### config.mk
export PLATFORM = sky130hd
export DESIGN_NAME = pwm_phase_timer
export DESIGN_NICKNAME = d
export VERILOG_FILES = /design/src/rtl/pwm_pkg.sv /design/src/rtl/pwm_phase_timer.sv
export SDC_FILE = /design/constraint.sdc
export NUM_CORES = 1
export LEC_CHECK = 0
export CAP_MARGIN = 20
export CELL_PAD_IN_SITES_DETAIL_PLACEMENT = 1
export CELL_PAD_IN_SITES_GLOBAL_PLACEMENT = 2
export CORE_ASPECT_RATIO = 1.4
export CORE_MARGIN = 5
export CORE_UTILIZATION = 33
export CTS_CLUSTER_DIAMETER = 60
export DETAILED_ROUTE_END_ITERATION = 8
export PLACE_DENSITY = 0.76
export SLEW_MARGIN = 20
export SYNTH_ARGS = -nofsm -noshare
export SYNTH_HDL_FRONTEND = slang
export SYNTH_SLANG_ARGS = --single-unit
### constraint.sdc
create_clock -name clk -period 2.4 [get_ports clk]
set_input_delay 0.48 -clock clk [delete_from_list [all_inputs] [get_ports clk]]
set_output_delay 0.48 -clock clk [all_outputs]
set_load 0.01 [all_outputs]
### src/rtl/pwm_pkg.sv
// Shared definitions for the PWM frequency-selector / phase-timer pair.
package pwm_pkg;

  // Phase-timer control states.
  typedef enum logic [1:0] {
    IDLE  = 2'd0,
    WAIT  = 2'd1,
    LOAD  = 2'd2,
    COUNT = 2'd3
  } pwm_tmr_state_t;

  // Shortest phase the timer will produce, in clk cycles. WAIT and LOAD
  // always consume two cycles of every phase, and at least one COUNT cycle
  // is needed to reach the terminal compare.
  localparam int MIN_PHASE = 3;

  // Output level encodings, shared with the selector.
  localparam logic LVL_LOW  = 1'b0;
  localparam logic LVL_HIGH = 1'b1;

endpackage : pwm_pkg

### src/rtl/pwm_phase_timer.sv
// PWM phase timer: counts out the selector's current phase length, drives
// pwm_out, and returns a one-cycle done pulse at every phase boundary so the
// selector swaps between its high and low lengths.
//
// state | meaning
// ------+-----------------------------------------------------------------
// IDLE  | stopped, pwm_out low; waits for enable
// WAIT  | cycle after a toggle; done is high, selector updates its length
// LOAD  | selector's new length is valid; sample it (clamped) into len
// COUNT | count cnt up to len; phase end on cnt == len
module pwm_phase_timer
  import pwm_pkg::*;
#(
  parameter int CNT_W  = 32,
  parameter int PCNT_W = 16
) (
  input  logic              clk,
  input  logic              reset,
  input  logic              enable,
  input  logic [CNT_W-1:0]  period_in,
  output logic              done,
  output logic              pwm_out,
  output logic              busy,
  output logic [PCNT_W-1:0] period_cnt
);

  localparam logic [CNT_W-1:0] MIN_LEN = CNT_W'(MIN_PHASE);

  // cnt values chosen so that cnt reaches len exactly max(P,3) cycles after
  // the toggle: WAIT holds 1, LOAD holds 2, COUNT starts at 3.
  localparam logic [CNT_W-1:0] CNT_WAIT  = CNT_W'(1);
  localparam logic [CNT_W-1:0] CNT_LOAD  = CNT_W'(2);
  localparam logic [CNT_W-1:0] CNT_FIRST = CNT_W'(3);

  pwm_tmr_state_t    state_q, state_d;
  logic [CNT_W-1:0]  cnt_q, cnt_d;
  logic [CNT_W-1:0]  len_q, len_d;
  logic              done_q, done_d;
  logic              pwm_q, pwm_d;
  logic [PCNT_W-1:0] pcnt_q, pcnt_d;
  logic [CNT_W-1:0]  period_clamped;

  assign period_clamped = (period_in < MIN_LEN) ? MIN_LEN : period_in;

  // Next-state, counter and output-level decisions.
  always_comb begin
    state_d = state_q;
    cnt_d   = cnt_q;
    len_d   = len_q;
    done_d  = 1'b0;
    pwm_d   = pwm_q;
    pcnt_d  = pcnt_q;

    unique case (state_q)
      IDLE: begin
        pwm_d = LVL_LOW;
        // Selector already presents the low length, so no done here.
        if (enable) begin
          cnt_d   = CNT_LOAD;
          state_d = LOAD;
        end
      end

      WAIT: begin
        cnt_d   = CNT_LOAD;
        state_d = LOAD;
      end

      LOAD: begin
        len_d   = period_clamped;
        cnt_d   = CNT_FIRST;
        state_d = COUNT;
      end

      COUNT: begin
        if (cnt_q == len_q) begin
          // enable only matters at the end of a LOW phase: a HIGH phase
          // always hands over to LOW so the selector ends up LOW too.
          if (pwm_q == LVL_HIGH || enable) begin
            pwm_d   = ~pwm_q;
            done_d  = 1'b1;
            cnt_d   = CNT_WAIT;
            state_d = WAIT;
            if (pwm_q == LVL_HIGH) begin
              pcnt_d = pcnt_q + PCNT_W'(1);
            end
          end else begin
            state_d = IDLE;
          end
        end else begin
          cnt_d = cnt_q + CNT_W'(1);
        end
      end

      default: begin
        state_d = IDLE;
      end
    endcase
  end

  // Control FSM, counters and registered outputs with synchronous reset.
  always_ff @(posedge clk) begin
    if (reset) begin
      state_q <= IDLE;
      cnt_q   <= '0;
      len_q   <= '0;
      done_q  <= 1'b0;
      pwm_q   <= LVL_LOW;
      pcnt_q  <= '0;
    end else begin
      state_q <= state_d;
      cnt_q   <= cnt_d;
      len_q   <= len_d;
      done_q  <= done_d;
      pwm_q   <= pwm_d;
      pcnt_q  <= pcnt_d;
    end
  end

  assign done       = done_q;
  assign pwm_out    = pwm_q;
  assign busy       = (state_q != IDLE);
  assign period_cnt = pcnt_q;

endmodule : pwm_phase_timer
==> flow_summary.yaml <==
synth:
  syn-num-nets: 572
  synth_cells: 535
  ys.flop_type: "dfxtp_1"
  synth.distinct_cells: 45
  yosys_warnings: 0
  yosysSeqAreaShare_pct: 38.43
  avgSynthCellArea_um2: 8.178
  syn_area_mm2: 0.004375
  ys_seq_elements: 84
  synth-async-reset-ratio_pct: 0
  synth_edf_count: 0
worst_setup_path:
  crit_path_cell_trace: "xor2_1, nor4_2, and4_4, and4_1, buf_4, or4b_1, a21oi_1"
  reg2reg_slack_ns: 0.12
  path_max_fanout: 19
  path_buf_inv: 1
  arrival_ns: 2.56
  r2r_start: "cnt_q[18]"
  timing.rr.end: "cnt_q[9]"
  r2r_cells: 7
  critPathLaunchType: "register"
  slowest_stage: "or4b_1"
  crit_family: "simple AND/OR/NAND/NOR gates"
  required_ns: 2.68
  endpoint_kind: "register"
  critPathMaxStageDelay_ns: 0.52
  critPathKind: "reg -> reg"
floorplanning:
  die-area_mm2: 0.01569
  initial_core_util_pct: 33.82
  rows: 49
  die_x_um: 107.3
  fp.coreArea_mm2: 0.01294
  die-height_um: 146.2
  num_io_pins: 54
sta:
  fmax_mhz: 438.6
  tns_ns: 0
  fin_ws_ns: 0.1198
  fin_skew_ns: 0.008297
  finalMaxSlewViolations: 0
  rsz0062_at_grt: "false"
  min_period_ns: 2.280
  finalCritPeriodShare_pct: 95.01
  worstMarginPinSlew_ns: 0.6732
  hold_viol_final: 0
  setup_viol: 0
  slew_headroom_pct: 55.12
drt:
  vias_per_cell: 5.451
  drtIter0Drc: 198
  dr.pass1.iters: 4
  wl_per_cell_um: 18.68
  drc: 0
  routed_wl_um: 14830
  postRouteAntennaNets: 0
  vias: 4328
pwr:
  p_leak_nw: 2.030
  power.total_w: 0.003296
  vdd_drop_max_mv: 0.3122
  power_density_mw_per_mm2: 579.6
placed_design:
  port_buffers: 53
  dp_hpwl_um: 11310
  dpl_worst_slack_ns: -0.2442
  place_congestion: 0.8221
global_route:
  grt_pass1_vias: 4498
  antenna_found_initial: 0
  grt_max_degree: 59
  gr-total-overflow: 0
  grt_usage_pct: 19.25
  grt_pass1_wl_um: 23520
clocking:
  cts_tree: "done"
  path_clk_slew_ns: 0.07
  cts-hold-fix-buffers: 0
  root_buffer: "clkbuf_16"
  insertion_delay_ns: 0.35
  cts.sinks: 84
  htreeDepth: 3
  numCtsBuffers: 9
  cts_buffer_depth: 2
finish:
  final_common_cell: "nand2_1"
  final_nets: 648
  area_growth_pct: 29.94
  drive_above_1_share_pct: 16.07
  layout_common_cells: "nand2_1 (88), dfxtp_1 (82), a21oi_1 (65), clkdlybuf4s50_1 (52), buf_4 (49)"
  n_antenna_cell: 0
hold_path:
  hp-class: "reg -> reg"
  hold_path_end: "len_q[15]"
  holdCritStartpoint: "len_q[15]"
  min_path_cells: 2
run:
  maxCapViolCount: 0
run_status:
  status: "finished clean"
-- worst min-delay path, cell delays in order, from the launching register on --
cell and delay [ns]:
dfxtp_1 0.32, nand2_1 0.06, a21oi_1 0.06
-- flip-flops by register name (all words and copies together), names as in the netlist --
register and count:
done 1, period_cnt 16, pwm_out 1, len_q 32
state_q 2, cnt_q 32
-- routing by layer --
metal / part of all wire [%] / GRT usage (%) / up-vias
li1: - / - / 2128
met1: 38 / 20.31 / 2124
met2: 57 / 37.41 / 55
met3: 2.4 / 2.650 / 21
met4: 2.2 / 7.550 / 0
met5: 0 / 0 / -
-- timing repair --
| action | 4_1_cts | 5_1_grt |
|---|---|---|
| resized for setup | 7 | 9 |
| buffers inserted | 1 | 2 |
| pin swaps | 1 | 2 |
| setup endpoints to repair | 46 | 26 |
-- logic make-up after synthesis --
| group | share of synthesized area [%] |
|---|---|
| buf+inv | 5.633 |
| mux | 0.4576 |
| simple gates | 29.97 |
| xor+xnor | 6.806 |
| flops | 38.43 |
| fa+ha+maj | 0.5718 |
| compound gates | 18.13 |
-- per-stage QoR --
step | instances | instance area (um2) | util, % | hold slack [ns]
after floorplan | 535 | 4375 | - | 0.4478
after global placement | 775 | 5294 | 40.92 | 0.4593
after detailed placement | 775 | 5294 | 40.92 | 0.4661
after CTS | 792 | 5633 | 43.54 | 0.4753
after global routing | 794 | 5685 | 43.95 | 0.4987
final | 794 | 5685 | 43.95 | 0.4767
-- layout make-up --
| type | count | area [um2] |
|---|---|---|
| tap | 178 | 222.7 |
| clock buffer | 11 | 242.7 |
| sequential | 84 | 1684 |
| multi-input combinational | 405 | 2516 |
| inverter | 7 | 26.28 |
| fill | 1557 | 7251 |
| clock inverter | 5 | 60.06 |
| timing repair buffer | 104 | 933.4 |
-- Yosys cell counts (4+ instances only) --
cell	count	share of area, %
a21oi_1	65	7.4
or4_1	26	4.5
nor3_1	5	0.57
nand3b_1	7	1.2
and2_1	4	0.57
o41ai_1	6	1.2
nor4_1	17	2.4
nand2_1	88	7.5
buf_2	5	0.57
o21ai_0	13	1.5
buf_6	8	2.1
xor2_1	33	6.6
o31ai_1	25	4.3
or2_2	7	1.0
nor2_1	16	1.4
clkbuf_1	22	1.9
nand4_1	15	2.1
and3_1	5	0.71
dfxtp_1	84	38
and4_1	7	1.4
a31oi_1	7	1.0
or3_1	6	0.86
nand3_1	20	2.3
inv_1	7	0.60
-- power by group --
group          internal [W]  switching, W
registers           0.00143     0.0000403
clock network      0.000840      0.000605
logic              0.000170      0.000207
total               0.00244      0.000852
-- worst max-delay path by stage --
stage,start,to,slack (ns),cells after the start
after floorplan,cnt_q[5],period_cnt[6],0.30,9
after global placement,cnt_q[9],period_cnt[8],-0.21,6
after detailed placement,cnt_q[9],period_cnt[5],-0.24,6
after CTS,cnt_q[6],period_cnt[5],0.01,6
after global routing,cnt_q[7],period_cnt[5],0.02,7
final,cnt_q[18],cnt_q[9],0.12,7
Power figures use the tool's default switching activity.
